**config.mk**
```make
export PLATFORM = sky130hd
export DESIGN_NAME = da_lut_sequencer
export DESIGN_NICKNAME = d
export VERILOG_FILES = /design/src/rtl/da_lut_sequencer.sv
export SDC_FILE = /design/constraint.sdc
export NUM_CORES = 1
export LEC_CHECK = 0
export BUFFER_PORTS_ARGS = -buffer_cell sky130_fd_sc_hd__buf_4
export CAP_MARGIN = 20
export CELL_PAD_IN_SITES_DETAIL_PLACEMENT = 1
export CELL_PAD_IN_SITES_GLOBAL_PLACEMENT = 1
export CORE_UTILIZATION = 42
export DETAILED_ROUTE_END_ITERATION = 8
export PLACE_DENSITY_LB_ADDON = 0.1
export SYNTH_ARGS = -nofsm -noshare
export SYNTH_HDL_FRONTEND = slang
export SYNTH_SLANG_ARGS = --single-unit
```
**constraint.sdc**
```tcl
create_clock -name clk -period 5.1 [get_ports clk]
set_input_delay 0 -clock clk [delete_from_list [all_inputs] [get_ports clk]]
set_output_delay 0 -clock clk [all_outputs]
set_load 0.01 [all_outputs]
```
**src/rtl/da_lut_sequencer.sv**
```systemverilog
// Frame sequencer for the parallel DA LUT datapath:
// weight frame handshake, LUT build sweep, bit-plane query beats.
module da_lut_sequencer #(
  parameter int K  = 8,
  parameter int XW = 8
) (
  input  logic                  clk,
  input  logic                  rst,
  input  logic                  start,
  input  logic                  cont,
  input  logic                  abort,
  input  logic                  frame_valid,
  output logic                  frame_ready,
  output logic                  w_load,
  output logic                  build_we,
  output logic [K-2:0]          build_addr,
  output logic                  q_valid,
  input  logic                  q_ready,
  output logic [$clog2(XW)-1:0] q_plane,
  output logic                  q_first,
  output logic                  q_last,
  output logic                  q_neg,
  output logic                  busy,
  output logic                  done
);

  localparam int PW = $clog2(XW);
  localparam logic [PW-1:0] LAST_PLANE = PW'(XW - 1);

  typedef enum logic [2:0] {
    S_IDLE,
    S_WAIT_W,
    S_BUILD,
    S_QUERY,
    S_DONE
  } state_t;

  state_t        r_state;
  logic          r_frame_ready;
  logic          r_build_we;
  logic [K-2:0]  r_build_addr;
  logic          r_q_valid;
  logic [PW-1:0] r_q_plane;
  logic          r_busy;
  logic          r_done;

  logic w_build_last;
  logic w_plane_last;

  assign w_build_last = (r_build_addr == '1);
  assign w_plane_last = (r_q_plane == LAST_PLANE);

  always_ff @(posedge clk or posedge rst) begin
    if (rst) begin
      r_state       <= S_IDLE;
      r_frame_ready <= 1'b0;
      r_build_we    <= 1'b0;
      r_build_addr  <= '0;
      r_q_valid     <= 1'b0;
      r_q_plane     <= '0;
      r_busy        <= 1'b0;
      r_done        <= 1'b0;
    end else if (abort) begin
      r_state       <= S_IDLE;
      r_frame_ready <= 1'b0;
      r_build_we    <= 1'b0;
      r_build_addr  <= '0;
      r_q_valid     <= 1'b0;
      r_q_plane     <= '0;
      r_busy        <= 1'b0;
      r_done        <= 1'b0;
    end else begin
      unique case (r_state)
        S_IDLE: begin
          if (start) begin
            r_state       <= S_WAIT_W;
            r_frame_ready <= 1'b1;
            r_busy        <= 1'b1;
          end
        end
        S_WAIT_W: begin
          if (frame_valid) begin
            r_state       <= S_BUILD;
            r_frame_ready <= 1'b0;
            r_build_we    <= 1'b1;
            r_build_addr  <= '0;
          end
        end
        S_BUILD: begin
          if (w_build_last) begin
            r_state      <= S_QUERY;
            r_build_we   <= 1'b0;
            r_build_addr <= '0;
            r_q_valid    <= 1'b1;
            r_q_plane    <= '0;
          end else begin
            r_build_addr <= r_build_addr + 1'b1;
          end
        end
        S_QUERY: begin
          // valid stays up until the last plane is accepted
          if (q_ready) begin
            if (w_plane_last) begin
              r_state   <= S_DONE;
              r_q_valid <= 1'b0;
              r_q_plane <= '0;
              r_done    <= 1'b1;
            end else begin
              r_q_plane <= r_q_plane + 1'b1;
            end
          end
        end
        S_DONE: begin
          r_done <= 1'b0;
          if (cont) begin
            r_state       <= S_WAIT_W;
            r_frame_ready <= 1'b1;
          end else begin
            r_state <= S_IDLE;
            r_busy  <= 1'b0;
          end
        end
        default: begin
          r_state <= S_IDLE;
          r_busy  <= 1'b0;
        end
      endcase
    end
  end

  assign frame_ready = r_frame_ready;
  assign build_we    = r_build_we;
  assign build_addr  = r_build_addr;
  assign q_valid     = r_q_valid;
  assign q_plane     = r_q_plane;
  assign busy        = r_busy;
  assign done        = r_done;

  assign w_load  = frame_valid & r_frame_ready;
  assign q_first = r_q_valid & (r_q_plane == '0);
  assign q_last  = r_q_valid & w_plane_last;
  assign q_neg   = q_last;

endmodule

```
**Word level (Yosys, flattened, before mapping)**

Index checks and enable logic that the tools add are counted.

- Bits of input ports: 7
- Bits in registers: 18
- Word-level logic and storage cells: 80
- Output and inout bits: 19

- Reduce and logical (&&, ||, !) cells: 15
- Add/sub/neg operators: 2
- Equal/unequal tests: 14
- Bitwise gates (word level): 3
- Muxes and demuxes: 38

Operators with widths:

| operator | count |
|---|---|
| 3-bit 2-to-1 mux | 10 |
| 7-bit 2-to-1 mux | 3 |
| 3-bit != test (second input constant) | 7 |
| 1-bit 2-to-1 mux | 17 |
| 3-bit case mux with 5 select lines | 1 |
| 7-bit case mux with 2 select lines | 1 |
| 3-bit AND reduction | 4 |
| 3-bit nonzero test | 3 |
| 4-bit AND reduction | 2 |
| 7-bit by 1-bit adder with 7-bit output (second input constant) | 1 |
| 7-bit == test (second input constant) | 1 |
| 3-bit by 2-bit == test with 1-bit output (second input constant) | 2 |
| 3-bit == test (second input constant) | 2 |
| 3-bit zero test | 2 |
| 1-bit case mux with 2 select lines | 3 |
| 1-bit case mux with 3 select lines | 2 |
| 3-bit case mux with 2 select lines | 1 |
| 5-bit AND reduction | 1 |
| 4-bit nonzero test | 1 |
| 3-bit by 1-bit adder with 3-bit output (second input constant) | 1 |
| 1-bit bitwise AND | 3 |
| 3-bit by 1-bit == test with 1-bit output (second input constant) | 1 |
| 3-bit OR reduction | 1 |
| 2-bit by 1-bit != test with 1-bit output (second input constant) | 1 |
| 2-bit AND reduction | 1 |

**Depth between registers and ports, before layout**

Gate-level depths: netlist (run 1).

- Word-level depth: 5
- Depth in mapped cells: 6
- Mapped depth without buffers: 6

**Worst setup path after synthesis (run 1)**

Ideal clock, no wire load.

- Path type: register -> register
- Start point: register r_build_addr[0], in the netlist build_addr[0]
- End point: register r_q_plane[0], in the netlist q_plane[0]
- Setup time: 125 ps
- Cell stages (with the launch flop): 6
- Required time: 4975 ps
- Setup slack: 3424 ps
- Buffers on the path: 0
- Arrival: 1551 ps
- Period minus slack after synthesis: 1676 ps
- Cell sequence: dfrtp_1 ha_1 and3_1 nand3_1 and2_1 mux2_2

- Longest elaborated chain between the ends: 3

Ends and longest elaborated chain:

| item | RTL line | source |
|---|---|---|
| start, declared | 41 | `logic [K-2:0] r_build_addr;` |
| start signal, assigned | 97 | `r_build_addr <= r_build_addr + 1'b1;` |
| 7-bit == test | 50 | `assign w_build_last = (r_build_addr == '1);` |
| 3-bit != test (no line) | - |  |
| 3-bit AND reduction (no line) | - |  |
| end signal, assigned | 109 | `r_q_plane <= r_q_plane + 1'b1;` |
| end, declared | 43 | `logic [PW-1:0] r_q_plane;` |

No other way between the ends.
A chain may end at the register's enable or synchronous reset.

**Worst setup path after layout (run 1)**

- Start point: register r_state[0]
- End point: register r_state[0]

- Longest elaborated chain between the ends: 3
- Elaborated cells between the ends (all ways): 13
- Those cells by class: 9 x eq/ne; 2 x mux; 2 x reduce/logical

Ends and longest elaborated chain:

| item | RTL line | source |
|---|---|---|
| start, declared | 38 | `state_t r_state;` |
| start signal, assigned | 55 | `r_state <= S_IDLE;` |
| start signal, assigned | 64 | `r_state <= S_IDLE;` |
| start signal, assigned | 76 | `r_state <= S_WAIT_W;` |
| 3-bit by 2-bit == test with 1-bit output, or another cell as far along | 73 | `unique case (r_state)` |
| 3-bit != test (no line) / 3-bit case mux with 5 select lines (equally long branches) | - |  |
| 5-bit AND reduction (no line) / 3-bit 2-to-1 mux (equally long branches) | - |  |

Several ways; a longest one is shown, not always the timed one.

==> results of run 1 <==
through the flow:
step,utilization [%],std cells,cell area (µm²),hold slack [ps]
after floorplan,-,115,1087,-61.43
after global placement,51.83,164,1272,145.0
after detailed placement,51.83,164,1272,166.6
after CTS,54.13,170,1329,14.03
after global routing,54.13,170,1329,9.712
final,54.13,170,1329,19.70
cell type report:
type                       count  area, µm²  share of cell area, %
clock buffer                   4      36.28                  2.731
tap                           30      37.54                  2.825
inverter                       8      30.03                  2.260
timing repair buffer          27      207.7                  15.63
sequential                    18      450.4                  33.90
multi-input combinational     83      566.8                  42.66
sequential cells by signal, indices dropped and copies added, names as in the netlist:
name and cells:
q_valid 1, frame_ready 1, build_addr 7, busy 1, build_we 1, q_plane 3
r_state 3, done 1
how the worst max path moves through the flow:
stage	startpoint	to	slack, ps	cells after the start
after floorplan	build_addr[0]	q_plane[0]	3420	5
after global placement	r_state[0]	r_state[0]	3320	4
after detailed placement	r_state[0]	r_state[0]	3250	4
after CTS	r_state[0]	r_state[0]	3240	4
after global routing	r_state[0]	r_state[0]	3130	4
final	r_state[0]	r_state[0]	3240	4
routing by layer:
layer,vias up,GRT usage (%)
met5,-,0
met4,0,11.84
met3,7,2.874
met2,21,33.54
met1,464,30.58
li1,460,-
cells in the mapped netlist, types with 2 or more instances:
cell      n  area (µm²)
and2_1    4       25.02
and3_1    6       37.54
ha_1      4       50.05
nand2_1   6       22.52
a21o_1    2       15.01
o21ai_0   8       40.04
a22o_1    2       17.52
buf_4     3       22.52
nor2_1    4       15.01
mux2i_1   3       30.03
a21oi_1   6       30.03
dfrtp_1  18       450.4
inv_1     8       30.03
nor3_1    5       25.02
a31oi_1   3       18.77
nand3_1   7       35.03
nor2b_1   2       12.51
mux2_2    3       33.78
worst max-delay path, delay by kind of cell (launching register included):
kind	cells	cell delay, ps
AO/OA/AOI/OAI	1	180
AND/OR/NAND/NOR	2	740
multiplexers	1	280
flip-flops	1	570
placed cells by master (no fill, tap or decap), types with 2 or more instances in the layout:
cell type and count:
nand3_1 7, dlygate4sd3_1 2, a21oi_1 6, o21ai_0 8, clkbuf_4 3, nor3_1 5
and3_1 6, ha_1 4, dfrtp_1 18, a21o_1 2, buf_4 25, nor2_1 4
mux2i_1 3, and2_1 4, inv_1 8, mux2_2 3, a22o_1 2, nand2_1 6
nor2b_1 2, a31oi_1 3
power breakdown:
group	total, µW	internal (µW)	switching, µW
logic	75.7	38.3	37.4
registers	171	152	19.1
clock network	91.6	43.6	48.0
kinds of logic after synthesis:
| group | share of synthesized area (%) |
|---|---|
| xor+xnor | 0.8057 |
| buf+inv | 6.444 |
| compound gates | 17.61 |
| simple gates | 23.25 |
| flops | 41.43 |
| fa+ha+maj | 4.603 |
| mux | 5.869 |
timing repair:
action,CTS,global route
setup endpoints to repair,0,0
endpoints found under the hold margin,23,0
hold buffers,2,0
==> results.sh, run 1 <==
export IMPL_status="finished clean"
export IMPL_fin_ws_ps=3240
export IMPL_maxCapViolations=0
export IMPL_io_buffer_count=25
export IMPL_fin_nets=152
export IMPL_antenna_found_initial=0
export IMPL_wl_met1_mm=1.328
export IMPL_nFillCells=296
export IMPL_place_congestion=0.8030
export IMPL_vias=952
export IMPL_chipHeight_um=52.88
export IMPL_rr_endpoint="r_state[0]"
export IMPL_cts_setup_buffers=0
export IMPL_synth_area_um2=1087
export IMPL_synth_warnings=0
export IMPL_synth_seq_cells=18
export IMPL_cts_tree="built"
export IMPL_start_kind="register"
export IMPL_syn_nets=126
export IMPL_skew_ps=2.890
export IMPL_clk_latency_ps=300
export IMPL_ir_drop_uv=158.0
export IMPL_max_freq_mhz=537.5
export IMPL_rsz0062_at_grt="false"
export IMPL_synth_edf_count=0
export IMPL_total_power_uw=338.5
export IMPL_syn_instance_count=115
export IMPL_slowest_stage="or4b_4"
export IMPL_path_cells="or4b_4 > a21oi_4 > nor4_1 > mux2_2"
export IMPL_syn2layout_area_growth_pct=22.21
export IMPL_cts_buffers=3
export IMPL_worst_pin_slew_ps=698.3
export IMPL_clkTransAtPathRegs_ps=110
export IMPL_wire_per_inst_um=15.62
export IMPL_wirelength_mm=2.655
export IMPL_ios=26
export IMPL_powerDensity_nw_per_um2=254.8
export IMPL_grt_max_degree=19
export IMPL_pre_cts_ws_ps=3254
export IMPL_path_max_fanout=16
export IMPL_setup_viol=0
export IMPL_syn_avg_cell_area_um2=9.455
export IMPL_end_kind="register"
export IMPL_num_rows=18
export IMPL_reg2regPathDepth=4
export IMPL_die_area_um2=2796
export IMPL_yosysUniqueCellTypes=39
export IMPL_ant_nets=0
export IMPL_initial_core_util_pct=44.29
export IMPL_reg2reg_slack_ps=3240
export IMPL_synth_flop_cell="dfrtp_1"
export IMPL_die_x_um=52.88
export IMPL_diodes=0
export IMPL_met3_length_um=78
export IMPL_holdPathStages=3
export IMPL_ctsResizeCount=0
export IMPL_whs_endpoint="r_state[2]"
export IMPL_cts_num_sinks=18
export IMPL_r2r_start="r_state[0]"
export IMPL_layout_drive_gt1_share_pct=25.00
export IMPL_fin_crit_sh_pct=36.48
export IMPL_avgViaCountPerCell=5.600
export IMPL_dr_pass1_iters=3
export IMPL_p_leak_uw=0.0006626
export IMPL_grt_pass1_vias=955
export IMPL_grt_util_all_layers_pct=22.21
export IMPL_grt_ovfl_total=0
export IMPL_core_um2=2455
export IMPL_grt_pass1_wl_mm=4.443
export IMPL_cts_htree_levels=1
export IMPL_slew_viol_final=0
export IMPL_drtIter0Drc=6
export IMPL_async_flop_share_pct=100.0
export IMPL_crit_required_ps=5300
export IMPL_met2_length_mm=1.182
export IMPL_dp_hpwl_mm=1.968
export IMPL_clock_root_buffer="clkbuf_4"
export IMPL_hold_class="input port to register"
export IMPL_hold_violations=0
export IMPL_cp_slowest_stage_delay_ps=670
export IMPL_cts_max_path_buffers=2
export IMPL_max_slew_margin_pct=53.40
export IMPL_drcViolationCount=0
export IMPL_highest_layer="met4"
export IMPL_tns_ps=0
export IMPL_synth_seq_area_share_pct=41.43
export IMPL_worstSetupPathType="register to register"
export IMPL_worstPathArrival_ps=2060
export IMPL_worstHoldStart="q_ready"
export IMPL_period_minus_slack_ps=1860
No activity file was read; power rests on OpenSTA's default activity.
==> run 2: changes to the inputs <==
Settings changed: ABC_AREA set to 1, CORE_UTILIZATION 42 to 38.
Clock period 5.1 ns to 1.9 ns, I/O delays scaled along.
==> results.sh, run 2 <==
export IMPL_syn_nets=175
export IMPL_r2r_start="build_addr[0]"
export IMPL_holdWs_ps=40.24
export IMPL_chipHeight_um=57.69
export IMPL_violations="DRC"
export IMPL_cts_hold_buf=2
export IMPL_final_cell_mix="43 x nand2_1, 25 x buf_4, 20 x inv_1, 18 x dfrtp_1, 15 x nor2_1"
export IMPL_io_buffer_count=25
export IMPL_ios=26
export IMPL_ctsResizeCount=0
export IMPL_synth_flop_cell="dfrtp_1"
export IMPL_setup_viol=0
export IMPL_cts_htree_levels=1
export IMPL_cts_max_path_buffers=2
export IMPL_wire_per_inst_um=13.68
export IMPL_grt_max_degree=19
export IMPL_rr_endpoint="r_state[1]"
export IMPL_synth_seq_area_share_pct=38.22
export IMPL_tns_ps=0
export IMPL_worstPathArrival_ps=1790
export IMPL_clk_latency_ps=310
export IMPL_clock_root_buffer="clkbuf_4"
export IMPL_avgViaCountPerCell=5.094
export IMPL_core_um2=2853
export IMPL_worst_pin_slew_ps=747.7
export IMPL_cts_tree="built"
export IMPL_syn_avg_cell_area_um2=7.187
export IMPL_crit_path_start="build_addr[0]"
export IMPL_ant_nets=0
export IMPL_reg2regPathDepth=8
export IMPL_dp_hpwl_mm=2.386
export IMPL_synth_top_cells_by_count="43 x nand2_1, 20 x inv_1, 18 x dfrtp_1, 15 x nor2_1, 14 x nand3_1"
export IMPL_fin_nets=204
export IMPL_layout_drive_gt1_share_pct=26.04
export IMPL_status="complete, but fails checks"
export IMPL_antenna_found_initial=0
export IMPL_cts_setup_buffers=0
export IMPL_start_kind="register"
export IMPL_path_max_fanout=5
export IMPL_grt_ovfl_total=0
export IMPL_endpoint="r_state[1]"
export IMPL_crit_required_ps=2080
export IMPL_wirelength_mm=3.051
export IMPL_vias=1136
export IMPL_cts_buffers=3
export IMPL_synth_warnings=0
export IMPL_p_leak_uw=0.0007919
export IMPL_slew_viol_final=0
export IMPL_cts_num_sinks=18
export IMPL_powerDensity_nw_per_um2=1018
export IMPL_maxCapViolations=0
export IMPL_reg2reg_slack_ps=290
export IMPL_final_common_cell="nand2_1"
export IMPL_drcViolationCount=2
export IMPL_drtIter0Drc=50
export IMPL_largest_reg_flops=7
export IMPL_yosysTopAreaCell="dfrtp_1"
export IMPL_hold_class="input port to register"
export IMPL_syn_instance_count=164
export IMPL_hold_violations=0
export IMPL_synth_seq_cells=18
export IMPL_num_rows=19
export IMPL_dr_pass1_iters=6
export IMPL_grt_util_all_layers_pct=20.01
export IMPL_post_synth_top_area_fraction_pct=38.22
export IMPL_async_flop_share_pct=100.0
export IMPL_fin_crit_sh_pct=84.59
export IMPL_synth_most_common_cell="nand2_1"
export IMPL_worstSetupPathType="register to register"
export IMPL_grt_pass1_vias=1152
export IMPL_synth_area_leaders="dfrtp_1 38%, nand2_1 14%, inv_1 6.4%"
export IMPL_die_area_um2=3328
export IMPL_diodes=0
export IMPL_nFillCells=384
export IMPL_skew_ps=2.404
export IMPL_synth_edf_count=0
export IMPL_grt_pass1_wl_mm=5.064
export IMPL_place_congestion=0.8063
export IMPL_die_x_um=57.69
export IMPL_syn2layout_area_growth_pct=22.29
export IMPL_yosysUniqueCellTypes=23
export IMPL_initial_core_util_pct=41.32
export IMPL_end_kind="register"
export IMPL_max_freq_mhz=622.2
export IMPL_rsz0062_at_grt="false"
export IMPL_period_minus_slack_ps=1607
export IMPL_max_slew_margin_pct=50.10
export IMPL_synth_area_um2=1179
export IMPL_ir_drop_uv=441.5
export IMPL_clkTransAtPathRegs_ps=110
run 2: changes by cell type in the layout (fill, tap and decap cells not counted), sizes merged, moves of 3 or more:
cell,previous run,this run
nor3,5,0
nor2,4,21
and3,6,0
mux2i,3,0
nand4,1,7
a21oi,7,3
and2,4,0
a31oi,3,0
nand2,6,50
nand3,7,15
inv,8,24
o21ai,8,15
mux2,3,0
run 2: cells by family after synthesis:
logic type / after synthesis / synth area share (%)
AO/OA/AOI/OAI: 18 / 7.962
XOR/XNOR: 1 / 0.7432
adder cells (fa/ha/maj): 4 / 4.246
buffers and inverters: 28 / 10.08
flip-flops: 18 / 38.22
AND/OR/NAND/NOR: 95 / 38.75
run 2: worst min-delay path by stage:
stage | endpoint | start | slack [ps] | depth (start not counted)
2_1_floorplan | build_addr[0] | rst | -60 | 1
5_1_grt | build_addr[1] | frame_valid | 30 | 4
3_3_place_gp | build_addr[6] | rst | 170 | 2
3_5_place_dp | build_addr[6] | rst | 180 | 2
4_1_cts | build_addr[1] | frame_valid | 40 | 4
6_report | build_addr[1] | frame_valid | 40 | 4
run 2: layout make-up:
cell class	count	area [µm²]	area share, %
multi-input combinational	118	609.3	42.27
sequential	18	450.4	31.25
inverter	25	98.84	6.858
timing repair buffer	27	207.7	14.41
clock buffer	4	36.28	2.517
tap	31	38.79	2.691
run 2: worst max-delay path: stages, from the launching register on:
cell and delay [ps]:
dfrtp_1 440, ha_1 220, nand2_1 110, nor2_2 140
nand2_2 120, nand2_4 110, nand2_1 80, nor2_2 130
o21ai_0 130
run 2: through the flow:
stage / instance area (µm²) / utilization [%] / setup WS [ps] / power, µW / instances
finish: 1441 / 50.53 / 292.7 / 1467 / 223
CTS: 1441 / 50.53 / 301.0 / 1484 / 223
floorplan: 1179 / - / 543.9 / 979.3 / 164
global placement: 1385 / 48.55 / 457.9 / 1203 / 217
global route: 1441 / 50.53 / 143.7 / 1586 / 223
detailed placement: 1385 / 48.55 / 329.4 / 1223 / 217
run 2: per-layer routing:
layer / GRT usage, % / part of all wire [%] / vias to the layer above
met1: 23.36 / 44 / 538
met5: 0 / 0 / -
li1: - / - / 576
met3: 4.018 / 2.9 / 4
met4: 6.122 / 0.88 / 0
met2: 36.88 / 52 / 18
run 2: power by group:
group / internal, µW / total [µW] / switching, µW
Combinational: 250 / 666 / 415
Clock: 117 / 249 / 132
Sequential: 459 / 552 / 93.2
Total: 827 / 1470 / 640
